<file path="src/rtl/wb_stage.sv">
// wb_stage: MEM->WB boundary buffer.
//   Retiring instructions are pushed into a small FIFO (valid/ready toward MEM).
//   The head entry drives the register-file write port combinationally.
//   Load data is extracted and extended at push time, so the head needs no further decode.
//   MOP entries carry both operands to the accumulator write path.
//
// Ports:
//   clk, rst                 clock, asynchronous active-high reset
//   me_valid / me_ready      upstream handshake (me_ready = entry count < DEPTH)
//   me_rd, me_regwrite, me_memtoreg, me_mop_en,
//   me_alu_result, me_rs2_data, me_load_data, me_load_funct3, me_addr_lo
//                            instruction fields from MEM
//   wb_stall                 hold the head entry, suppress the write strobe
//   wb_flush                 discard all entries and any concurrent push
//   w_regs_addr/data/data2/mop_en/en
//                            register-file write port; zero when the FIFO is empty
//
// Optional feature, enabled by defining WB_RETIRE_CNT_EN:
//   retire_cnt [31:0]        pop counter, wraps, cleared only by rst

module wb_stage #(
  parameter int XLEN   = 32,
  parameter int REG_AW = 6,
  parameter int DEPTH  = 2
) (
  input  logic              clk,
  input  logic              rst,
  input  logic              me_valid,
  output logic              me_ready,
  input  logic [REG_AW-1:0] me_rd,
  input  logic              me_regwrite,
  input  logic              me_memtoreg,
  input  logic              me_mop_en,
  input  logic [XLEN-1:0]   me_alu_result,
  input  logic [XLEN-1:0]   me_rs2_data,
  input  logic [XLEN-1:0]   me_load_data,
  input  logic [2:0]        me_load_funct3,
  input  logic [1:0]        me_addr_lo,
  input  logic              wb_stall,
  input  logic              wb_flush,
  output logic [REG_AW-1:0] w_regs_addr,
  output logic [XLEN-1:0]   w_regs_data,
  output logic [XLEN-1:0]   w_regs_data2,
  output logic              w_regs_mop_en,
  output logic              w_regs_en
`ifdef WB_RETIRE_CNT_EN
  ,
  output logic [31:0]       retire_cnt
`endif
);

  localparam int PW = (DEPTH > 1) ? $clog2(DEPTH) : 1;
  localparam int CW = $clog2(DEPTH + 1);
  localparam logic [CW-1:0] FULL = CW'(DEPTH);

  typedef struct packed {
    logic [REG_AW-1:0] rd;
    logic              regwrite;
    logic              mop;
    logic [XLEN-1:0]   data;
    logic [XLEN-1:0]   data2;
  } entry_t;

  entry_t          mem [DEPTH];
  logic [PW-1:0]   rd_ptr, wr_ptr;
  logic [CW-1:0]   count;
  entry_t          head, new_ent;
  logic            head_valid, push, pop;

  // Byte/half select and extension; anything not LB/LBU/LH/LHU is a full word.
  function automatic logic [XLEN-1:0] load_ext(input logic [XLEN-1:0] word,
                                               input logic [2:0] f3,
                                               input logic [1:0] lo);
    logic [7:0]  b;
    logic [15:0] h;
    case (lo)
      2'd0:    b = word[7:0];
      2'd1:    b = word[15:8];
      2'd2:    b = word[23:16];
      default: b = word[31:24];
    endcase
    h = lo[1] ? word[31:16] : word[15:0];
    case (f3)
      3'b000:  load_ext = {{(XLEN-8){b[7]}}, b};
      3'b100:  load_ext = {{(XLEN-8){1'b0}}, b};
      3'b001:  load_ext = {{(XLEN-16){h[15]}}, h};
      3'b101:  load_ext = {{(XLEN-16){1'b0}}, h};
      default: load_ext = word;
    endcase
  endfunction

  // Entry formed at push: MOP overrides rd/regwrite and ignores memtoreg.
  always_comb begin
    new_ent = '0;
    if (me_mop_en) begin
      new_ent.rd       = '0;
      new_ent.regwrite = 1'b1;
      new_ent.mop      = 1'b1;
      new_ent.data     = me_alu_result;
      new_ent.data2    = me_rs2_data;
    end else begin
      new_ent.rd       = me_rd;
      new_ent.regwrite = me_regwrite;
      new_ent.mop      = 1'b0;
      new_ent.data     = me_memtoreg ? load_ext(me_load_data, me_load_funct3, me_addr_lo)
                                     : me_alu_result;
      new_ent.data2    = '0;
    end
  end

  assign me_ready   = (count != FULL);
  assign head_valid = (count != '0);
  assign head       = mem[rd_ptr];
  assign push       = me_valid & me_ready & ~wb_flush;
  assign pop        = head_valid & ~wb_stall & ~wb_flush;

  // Payload storage needs no reset: it is only observed through head_valid.
  always_ff @(posedge clk) begin
    if (push) mem[wr_ptr] <= new_ent;
  end

  always_ff @(posedge clk or posedge rst) begin
    if (rst) begin
      rd_ptr <= '0;
      wr_ptr <= '0;
      count  <= '0;
    end else if (wb_flush) begin
      rd_ptr <= '0;
      wr_ptr <= '0;
      count  <= '0;
    end else begin
      if (push) wr_ptr <= wr_ptr + PW'(1);
      if (pop)  rd_ptr <= rd_ptr + PW'(1);
      case ({push, pop})
        2'b10:   count <= count + CW'(1);
        2'b01:   count <= count - CW'(1);
        default: count <= count;
      endcase
    end
  end

  always_comb begin
    w_regs_addr   = '0;
    w_regs_data   = '0;
    w_regs_data2  = '0;
    w_regs_mop_en = 1'b0;
    if (head_valid) begin
      w_regs_addr   = head.rd;
      w_regs_data   = head.data;
      w_regs_data2  = head.data2;
      w_regs_mop_en = head.mop;
    end
  end

  // Strobe follows pop; regwrite=0 entries still pop, silently.
  assign w_regs_en = pop & head.regwrite;

`ifdef WB_RETIRE_CNT_EN
  always_ff @(posedge clk or posedge rst) begin
    if (rst)      retire_cnt <= '0;
    else if (pop) retire_cnt <= retire_cnt + 32'd1;
  end
`endif

endmodule

</file>
<file path="config.mk">
export PLATFORM = sky130hd
export DESIGN_NAME = wb_stage
export DESIGN_NICKNAME = d
export VERILOG_FILES = /design/src/rtl/wb_stage.sv
export SDC_FILE = /design/constraint.sdc
export NUM_CORES = 1
export LEC_CHECK = 0
export CAP_MARGIN = 30
export CORE_UTILIZATION = 55
export CTS_BUF_LIST = sky130_fd_sc_hd__clkbuf_4
export CTS_CLUSTER_DIAMETER = 80
export DETAILED_ROUTE_END_ITERATION = 12
export PLACE_DENSITY = 0.95
export SLEW_MARGIN = 20
export SYNTH_ARGS = -nofsm -noshare
export SYNTH_HDL_FRONTEND = slang
export SYNTH_SLANG_ARGS = --single-unit
</file>
<file path="constraint.sdc">
create_clock -name clk -period 20.4 [get_ports clk]
set_input_delay 3.06 -clock clk [delete_from_list [all_inputs] [get_ports clk]]
set_output_delay 3.06 -clock clk [all_outputs]
set_load 0.02 [all_outputs]
</file>
==> flow_summary_export.csv, run 1 <==
group,metric,value,unit
outcome,status,"complete, no violations",
placed_design,hpwlAfterDp,12400,um
worst_hold_path,min_path_cells,2,
cells_and_area,drive_gt1_share,9.32,%
cts,ctsRootBufferMaster,"clkbuf_4",
grt,antenna_found_initial,0,
cells_and_area,multi_input_area,0.00252,mm^2
cells_and_area,design_area,0.00943,mm^2
cells_and_area,nNetsFinal,842,
synthesis,synthCells,556,
grt,overflow,0,
synthesis,seq_area_frac_synth,61.7,%
setup_path,worstRegToRegCells,5,
synthesis,yosysUniqueCellTypes,47,
synthesis,synth_ff_type,"edfxtp_1",
pwr,leakage,3.14,nW
routing,wire_per_inst,19.9,um
grt,grt_pass1_vias,5211,
synthesis,synth_top_family_by_area,"simple AND/OR/NAND/NOR gates",
cells_and_area,insertedDiodeCount,0,
timing,fmax,0.129,GHz
routing,drt_pre_antenna_iters,5,
placed_design,numPortBuffers,187,
routing,ant_nets,0,
routing,drt_iter0_drc,391,
floorplanning,ios,188,
pwr,power,668,uW
synthesis,synthAdderAreaFrac,0,%
flow_run,max_cap_violations,0,
floorplanning,core_area,0.0127,mm^2
grt,grt_start_max_net_pins,73,
setup_path,cp.arrival,4710,ps
cells_and_area,stdcell_count,912,
timing,setup_tns,0,ps
timing,setup_viol,0,
setup_path,crit_chain,"clkdlybuf4s50_1 > nor4_1 > clkdlybuf4s50_1",
cts,cts_setup_buffers,0,
setup_path,cp_data_required_time,17340,ps
placed_design,pre_cts_ws,12690,ps
pwr,ir_drop,0.0000352,V
floorplanning,die_h,116,um
cts,h-tree-depth,4,
timing,fin_hold_ws,681,ps
synthesis,synth_top_area_share,60.3,%
routing,post-route-drc-count,0,
placed_design,numPlacedInstances,878,
cts,cts_hold_buffers,0,
grt,grt_util_met2,47.6,%
routing,vias_per_cell,5.84,
setup_path,path_class,"in -> out",
synthesis,synthSimpleGateAreaFrac,12.5,%
cts,cts_buffers,17,
placed_design,placed_cell_area,0.00911,mm^2
timing,slew_headroom,35.9,%
routing,vias,5323,
placed_design,gp_congestion,0.890,
synthesis,post-synth-top-count-cell,"edfxtp_1",
cts,cts_buffer_depth,2,
synthesis,synth-seq-cells,148,
pwr,powerDensity,70.8,mW/mm^2
timing,skew,16.9,ps
worst_hold_path,hold_class,"reg -> reg",
grt,use_met3,6.59,%
synthesis,async_flop_share,2.70,%
synthesis,synth_area_leaders,"edfxtp_1 (60%), mux2i_1 (11%), nor2_1 (5.3%), and2_1 (2.8%), a211oi_1 (2.5%)",
synthesis,synthesis.area,0.00717,mm^2
setup_path,ff2ff_setup_slack,18130,ps
timing,worst-slew-pin-transition,962,ps
timing,post-route-min-period,7770,ps
setup_path,critical-path-max-stage-delay,670,ps
timing,final.period_utilization,38.1,%
cts,clock_latency,520,ps
grt,grt_usage,26.8,%
setup_path,cpMostUsedCell,"clkdlybuf4s50_1",
setup_path,end_kind,"output pin",
synthesis,postSynthAreaPerCell,12.9,um^2
timing,final_hold_viol_count,0,
synthesis,synth_mux_area_share,12.5,%
cells_and_area,utilization,74.5,%
grt,grt_pass1_wl,26600,um
grt,grt_use_met1,31.5,%
cts,clkTransAtPathRegs,120,ps
timing,fin_ws,12630,ps
synthesis,synth_compound_area_share,9.83,%
setup_path,cp_max_fo,7,
floorplanning,start_util,56.6,%
setup_path,r2r_end,"mem[1][9]",
cts,cts_num_sinks,148,
cells_and_area,area_delta_synth_final,31.6,%
setup_path,worstSetupStartpointType,"input pin",
cts,cts_resized,0,
timing,maxSlewViolCount,0,
synthesis,yosys.area.top_type,"edfxtp_1",
synthesis,synth_common_cells,"edfxtp_1 (144), nor2_1 (101), mux2i_1 (81)",
synthesis,synthXorXnorAreaFrac,0,%
timing,rsz0062_at_grt,"false",
worst_hold_path,min_from,"wr_ptr",
synthesis,ys_warn_count,0,
synthesis,syn-num-nets,671,
floorplanning,die_x,116,um
worst_hold_path,min_to,"wr_ptr",
synthesis,synth_edf_count,144,
setup_path,timing.rr.start,"count[1]",
setup_path,cp_slowest_cell,"clkdlybuf4s50_1",
cells_and_area,fillers,820,
cells_and_area,seqCellArea,0.00443,mm^2
grt,top_usage_layer,"met2",
routing,wl,18100,um
cts,tritoncts,"yes",
floorplanning,dieArea,0.0135,mm^2
floorplanning,rows,41,
## cells in the final DEF (no fill, tap or decap), types with 3 or more instances in the layout
cell / Yosys / layout
a211oi_1: 24 / 24
edfxtp_1: 144 / 144
nand2_1: 11 / 11
nand2b_1: 7 / 7
buf_4: 1 / 9
a21oi_1: 12 / 12
nor2_1: 101 / 99
o211ai_1: 3 / 3
dfrtp_1: 4 / 3
a221oi_1: 17 / 17
clkbuf_4: 0 / 19
clkinv_4: 0 / 3
clkdlybuf4s50_1: 0 / 187
nor2b_1: 12 / 11
and2_1: 32 / 32
o221ai_1: 7 / 7
mux2_2: 4 / 4
nand4_1: 3 / 3
inv_6: 0 / 4
inv_1: 6 / 6
o21ai_0: 5 / 5
a211oi_2: 9 / 9
mux2i_1: 81 / 81
clkinvlp_4: 0 / 3
## registers in the layout, indices dropped and copies added (netlist names)
register,cells
count,2
mem,144
rd_ptr,1
wr_ptr,1
## report_power, final
group / switching [mW] / leakage [nW] / internal, mW / total, mW
combinational: 0.0677 / 1.61 / 0.0618 / 0.129
clock: 0.106 / 0.151 / 0.0773 / 0.184
sequential: 0.00623 / 1.39 / 0.348 / 0.355
## logic make-up after synthesis
| family | Yosys count |
|---|---|
| buffers and inverters | 51 |
| muxes | 87 |
| DFF | 148 |
| AOI/OAI and AO/OA | 86 |
| and+or+nand+nor | 184 |
## worst max-delay path by stage
stage | startpoint | endpoint | slack [ps]
after floorplan | me_valid | mem[1][0] | 11430
after global placement | wb_flush | w_regs_en | 12780
after detailed placement | wb_flush | w_regs_en | 12690
after CTS | wb_flush | w_regs_en | 12690
after global routing | wb_flush | w_regs_en | 12650
final | wb_flush | w_regs_en | 12630
## worst max-delay path, delay by kind of cell
kind	cells	cell delay [ps]
simple gates	1	400
buf+inv	2	1240
## layout make-up
cell class,count,area share (%)
flip-flops and latches,148,46.9
multi-input cells,357,26.7
well taps,172,2.28
clock inverters,13,1.58
clock buffers,19,1.51
inverters,6,0.239
repair buffers,197,20.8
## layer usage
| layer | part of all wire (%) | up-vias |
|---|---|---|
| met3 | 7.9 | 34 |
| li1 | - | 2436 |
| met2 | 52 | 245 |
| met4 | 1.9 | 0 |
| met5 | 0 | - |
| met1 | 38 | 2608 |
Note: power is estimated with default switching activity, not from simulation.
==> run 2: changes to the inputs <==
- CORE_UTILIZATION: 55 -> 51
- PLACE_DENSITY: 0.95 -> 0.93
- clock period: 20.4 -> 7.2 ns (I/O delays scaled with it)
==> flow_summary_export.csv, run 2 (synthesis gave the netlist of run 1 again) <==
group,metric,value,unit
grt,top_usage_layer,"met2",
cts,clock_latency,530,ps
cells_and_area,stdcell_count,915,
timing,fin_hold_ws,630,ps
grt,grt_pass1_wl,26500,um
pwr,leakage,3.12,nW
cts,tritoncts,"yes",
setup_path,critical-path-max-stage-delay,790,ps
pwr,powerDensity,198,mW/mm^2
setup_path,cp_slowest_cell,"dfrtp_4",
timing,slew_headroom,34.2,%
setup_path,cp_data_required_time,6120,ps
setup_path,startpoint,"rd_ptr",
cts,cts_setup_buffers,0,
cts,clkTransAtPathRegs,130,ps
timing,final_hold_viol_count,0,
setup_path,end_kind,"output pin",
setup_path,crit_chain,"buf_4 > mux2i_1 > nor4_1 > clkdlybuf4s50_1",
cells_and_area,fillers,956,
placed_design,pre_cts_ws,3450,ps
cts,cts_buffer_depth,2,
setup_path,worstRegToRegCells,5,
grt,use_met3,5.24,%
floorplanning,die_h,121,um
floorplanning,start_util,53.3,%
timing,setup_tns,0,ps
floorplanning,core_area,0.0135,mm^2
grt,antenna_found_initial,1,
grt,grt_util_met2,40.5,%
setup_path,worstSetupStartpointType,"flip-flop",
setup_path,endpoint,"w_regs_en",
cells_and_area,layout_common_cells,"clkdlybuf4s50_1 (187), edfxtp_1 (144), nor2_1 (99)",
cells_and_area,drive_gt1_share,9.08,%
cells_and_area,largest_reg_flops,144,
flow_run,max_cap_violations,0,
setup_path,cp.arrival,3180,ps
cts,h-tree-depth,4,
timing,setup_viol,0,
cts,cts_num_sinks,148,
outcome,status,"complete, no violations",
routing,ant_nets,0,
floorplanning,dieArea,0.0145,mm^2
placed_design,gp_congestion,0.900,
cts,cts_resized,0,
grt,grt_start_max_net_pins,73,
timing,final.period_utilization,59.1,%
placed_design,numPortBuffers,187,
cts,cts_hold_buffers,0,
setup_path,cpLargestDelayFamily,"buffers and inverters",
setup_path,cp_max_fo,44,
grt,grt_pass1_vias,5206,
placed_design,numPlacedInstances,882,
timing,worst-slew-pin-transition,987,ps
routing,drt_pre_antenna_iters,7,
routing,post-route-drc-count,0,
placed_design,hpwlAfterDp,11700,um
cells_and_area,largest_register,"mem",
grt,overflow,0,
cells_and_area,nNetsFinal,840,
routing,vias,5237,
setup_path,r2r_end,"mem[1][39]",
grt,grt_use_met1,30.4,%
routing,vias_per_cell,5.72,
pwr,power,1.86,mW
setup_path,path_depth,4,
setup_path,cp.buffers_inverters,2,
setup_path,path_class,"reg -> out",
grt,grt_usage,24.0,%
cells_and_area,final_common_cell,"clkdlybuf4s50_1",
timing,rsz0062_at_grt,"false",
floorplanning,die_x,121,um
pwr,ir_drop,0.0000984,V
cells_and_area,area_delta_synth_final,31.1,%
setup_path,timing.rr.start,"count[1]",
timing,skew,13.2,ps
timing,post-route-min-period,4260,ps
routing,wl,17300,um
timing,fmax,0.235,GHz
floorplanning,ios,188,
timing,fin_ws,2940,ps
cts,ctsRootBufferMaster,"clkbuf_4",
cells_and_area,reg.largest.list,"mem x144, count x2",
timing,maxSlewViolCount,0,
setup_path,ff2ff_setup_slack,4920,ps
worst_hold_path,hold_class,"reg -> reg",
routing,wire_per_inst,18.9,um
cts,cts_buffers,17,
floorplanning,rows,42,
routing,drt_iter0_drc,452,
-- run 2: stage by stage --
| stage | utilization, % | area (um^2) |
|---|---|---|
| 2_1_floorplan | - | 7170 |
| 3_3_place_gp | 67.8 | 9120 |
| 3_5_place_dp | 67.8 | 9120 |
| 4_1_cts | 69.8 | 9390 |
| 5_1_grt | 69.8 | 9400 |
| 6_report | 69.8 | 9400 |
-- run 2: worst min-delay path by stage --
stage	startpoint	end	slack, ps	depth (start not counted)
CTS	wr_ptr	wr_ptr	620	2
global placement	wr_ptr	wr_ptr	560	2
global route	wr_ptr	wr_ptr	650	2
floorplan	rd_ptr	rd_ptr	490	2
detailed placement	wr_ptr	wr_ptr	600	2
finish	wr_ptr	wr_ptr	630	2
-- run 2: layout make-up --
class / count / area (um^2) / share of cell area, %
Inverter: 6 / 22.5 / 0.240
Timing Repair Buffer: 195 / 1930 / 20.6
Multi-Input combinational cell: 357 / 2520 / 26.8
Clock inverter: 15 / 144 / 1.53
Antenna cell: 1 / 2.50 / 0.0266
Sequential cell: 148 / 4430 / 47.1
Tap cell: 176 / 220 / 2.34
Clock buffer: 17 / 128 / 1.36
-- run 2: worst register-to-register path: stages (launching register included) --
cell and delay (ps):
dfrtp_1 470, nor2b_1 200, inv_1 120, nand2_1 120, nor3b_2 180, buf_4 770
-- run 2: power breakdown --
part / switching [mW] / internal (mW)
sequential: 0.0150 / 0.987
clock: 0.315 / 0.180
combinational: 0.191 / 0.173
-- run 2: metal layers --
layer | vias to the layer above | share of wire (%)
met4 | 0 | 2.2
li1 | 2433 | -
met3 | 34 | 7.8
met2 | 276 | 50
met5 | - | 0
met1 | 2494 | 40
==> run 3: changes to the inputs <==
- clock period: 7.2 -> 4.34 ns (I/O delays scaled with it)
==> flow_summary_export.csv, run 3 (synthesis gave the netlist of run 1 again) <==
group,metric,value,unit
cts,tritoncts,"yes",
grt,grt_usage,24.4,%
setup_path,cp_data_required_time,3690,ps
cells_and_area,largest_register,"mem",
pwr,powerDensity,327,mW/mm^2
pwr,power_switching,866,uW
pwr,pwr-share-seq,53.6,%
pwr,sw_frac_of_total,27.9,%
routing,wire_per_inst,19.1,um
timing,fmax,0.307,GHz
outcome,status,"complete, no violations",
cells_and_area,final_common_cell,"clkdlybuf4s50_1",
cts,h-tree-depth,4,
setup_path,worstSetupStartpointType,"flip-flop",
cells_and_area,seqCellArea,0.00443,mm^2
timing,slew_headroom,36.5,%
timing,fin_ws,1080,ps
placed_design,numPortBuffers,187,
floorplanning,dieArea,0.0145,mm^2
pwr,ir_drop,0.000186,V
cts,cts_num_sinks,148,
cells_and_area,nNetsFinal,845,
cells_and_area,fillers,944,
setup_path,cp_slowest_cell,"dfrtp_4",
routing,wl,17500,um
routing,post-route-drc-count,0,
cells_and_area,drive_gt1_share,9.56,%
cells_and_area,layout_common_cells,"clkdlybuf4s50_1 (187), edfxtp_1 (144), nor2_1 (99)",
cells_and_area,reg.largest.list,"mem x144, count x2",
floorplanning,rows,42,
pwr,leakage,3.16,nW
timing,maxSlewViolCount,0,
floorplanning,ios,188,
routing,vias,5263,
routing,ant_nets,0,
placed_design,hpwlAfterDp,12300,um
grt,grt_pass1_vias,5157,
cts,ctsRootBufferMaster,"clkbuf_4",
setup_path,crit_chain,"buf_16 > mux2i_1 > nor4_1 > clkdlybuf4s50_1",
timing,worst-slew-pin-transition,952,ps
cts,cts_buffer_depth,2,
timing,setup_tns,0,ps
pwr,p_int,2.23,mW
setup_path,critical-path-max-stage-delay,770,ps
setup_path,end_kind,"output pin",
timing,setup_viol,0,
placed_design,gp_congestion,0.916,
grt,grt_pass1_wl,26800,um
grt,overflow,0,
cells_and_area,area_delta_synth_final,32.3,%
floorplanning,die_h,121,um
grt,grt_start_max_net_pins,75,
cells_and_area,insertedDiodeCount,0,
timing,skew,22.7,ps
cts,cts_setup_buffers,0,
timing,final.period_utilization,75.2,%
setup_path,timing.rr.start,"count[1]",
timing,post-route-min-period,3260,ps
cts,clock_latency,530,ps
timing,final_hold_viol_count,0,
setup_path,cp.arrival,2610,ps
floorplanning,start_util,53.3,%
setup_path,cp_max_fo,40,
cts,cts_resized,0,
floorplanning,die_x,121,um
cts,cts_hold_buffers,0,
setup_path,startpoint,"rd_ptr",
grt,antenna_found_initial,0,
timing,rsz0062_at_grt,"false",
worst_hold_path,hold_class,"in -> async",
routing,drt_pre_antenna_iters,4,
cells_and_area,largest_reg_flops,144,
pwr,power_frac_comb,19.9,%
flow_run,max_cap_violations,0,
pwr,clockPowerShare,26.5,%
placed_design,pre_cts_ws,1190,ps
cells_and_area,multi_input_area,0.00253,mm^2
floorplanning,core_area,0.0135,mm^2
routing,drt_iter0_drc,357,
cts,clkTransAtPathRegs,120,ps
routing,vias_per_cell,5.73,
cts,cts_buffers,17,
setup_path,path_class,"reg -> out",
run 3: routing by layer:
metal  vias up  track usage [%]  wire length, um
met3        16             6.27             1330
met5         -                0                0
met1      2533             29.2             6820
met4         0             6.17              164
met2       267             43.7             9210
li1       2447                -                -
run 3: worst paths after layout:
check                                  end  slack, ps  cells after the start
worst min-delay path                wr_ptr        310                      2
worst max register to register  mem[0][45]       2140                      5
max in group asynchronous           rd_ptr       3850                      2
worst max-delay path             w_regs_en       1080                      4
min in group clk                    wr_ptr        650                      2
worst min register to register      wr_ptr        650                      2
run 3: final cells by class:
type | count | area share, %
Timing Repair Buffer | 200 | 21.2
Clock inverter | 15 | 1.54
Inverter | 6 | 0.237
Clock buffer | 17 | 1.35
Sequential cell | 148 | 46.7
Multi-Input combinational cell | 357 | 26.7
Tap cell | 176 | 2.32
run 3: power by group through the flow:
| stage | registers (mW) | clock network, mW | logic (mW) |
|---|---|---|---|
| after floorplan | 1.68 | 0 | 0.332 |
| after global placement | 1.70 | 0 | 0.578 |
| after detailed placement | 1.70 | 0 | 0.610 |
| after CTS | 1.66 | 0.837 | 0.613 |
| after global routing | 1.67 | 0.901 | 0.654 |
| final | 1.66 | 0.822 | 0.616 |
run 3: worst max-delay path, delay by kind of cell, from the launching register on:
kind	cells	cell delay (ps)
buffers and inverters	2	980
flip-flops	1	770
AND/OR/NAND/NOR	1	230
multiplexers	1	110
run 3: stage by stage:
| step | instance area, um^2 | utilization [%] | instances | power (mW) | hold WS [ps] |
|---|---|---|---|---|---|
| detailed placement | 9170 | 68.2 | 885 | 2.31 | 623 |
| finish | 9480 | 70.5 | 919 | 3.10 | 309 |
| floorplan | 7180 | - | 556 | 2.02 | 417 |
| global route | 9480 | 70.5 | 919 | 3.22 | 265 |
| global placement | 9140 | 67.9 | 883 | 2.28 | 601 |
| CTS | 9450 | 70.2 | 917 | 3.11 | 263 |
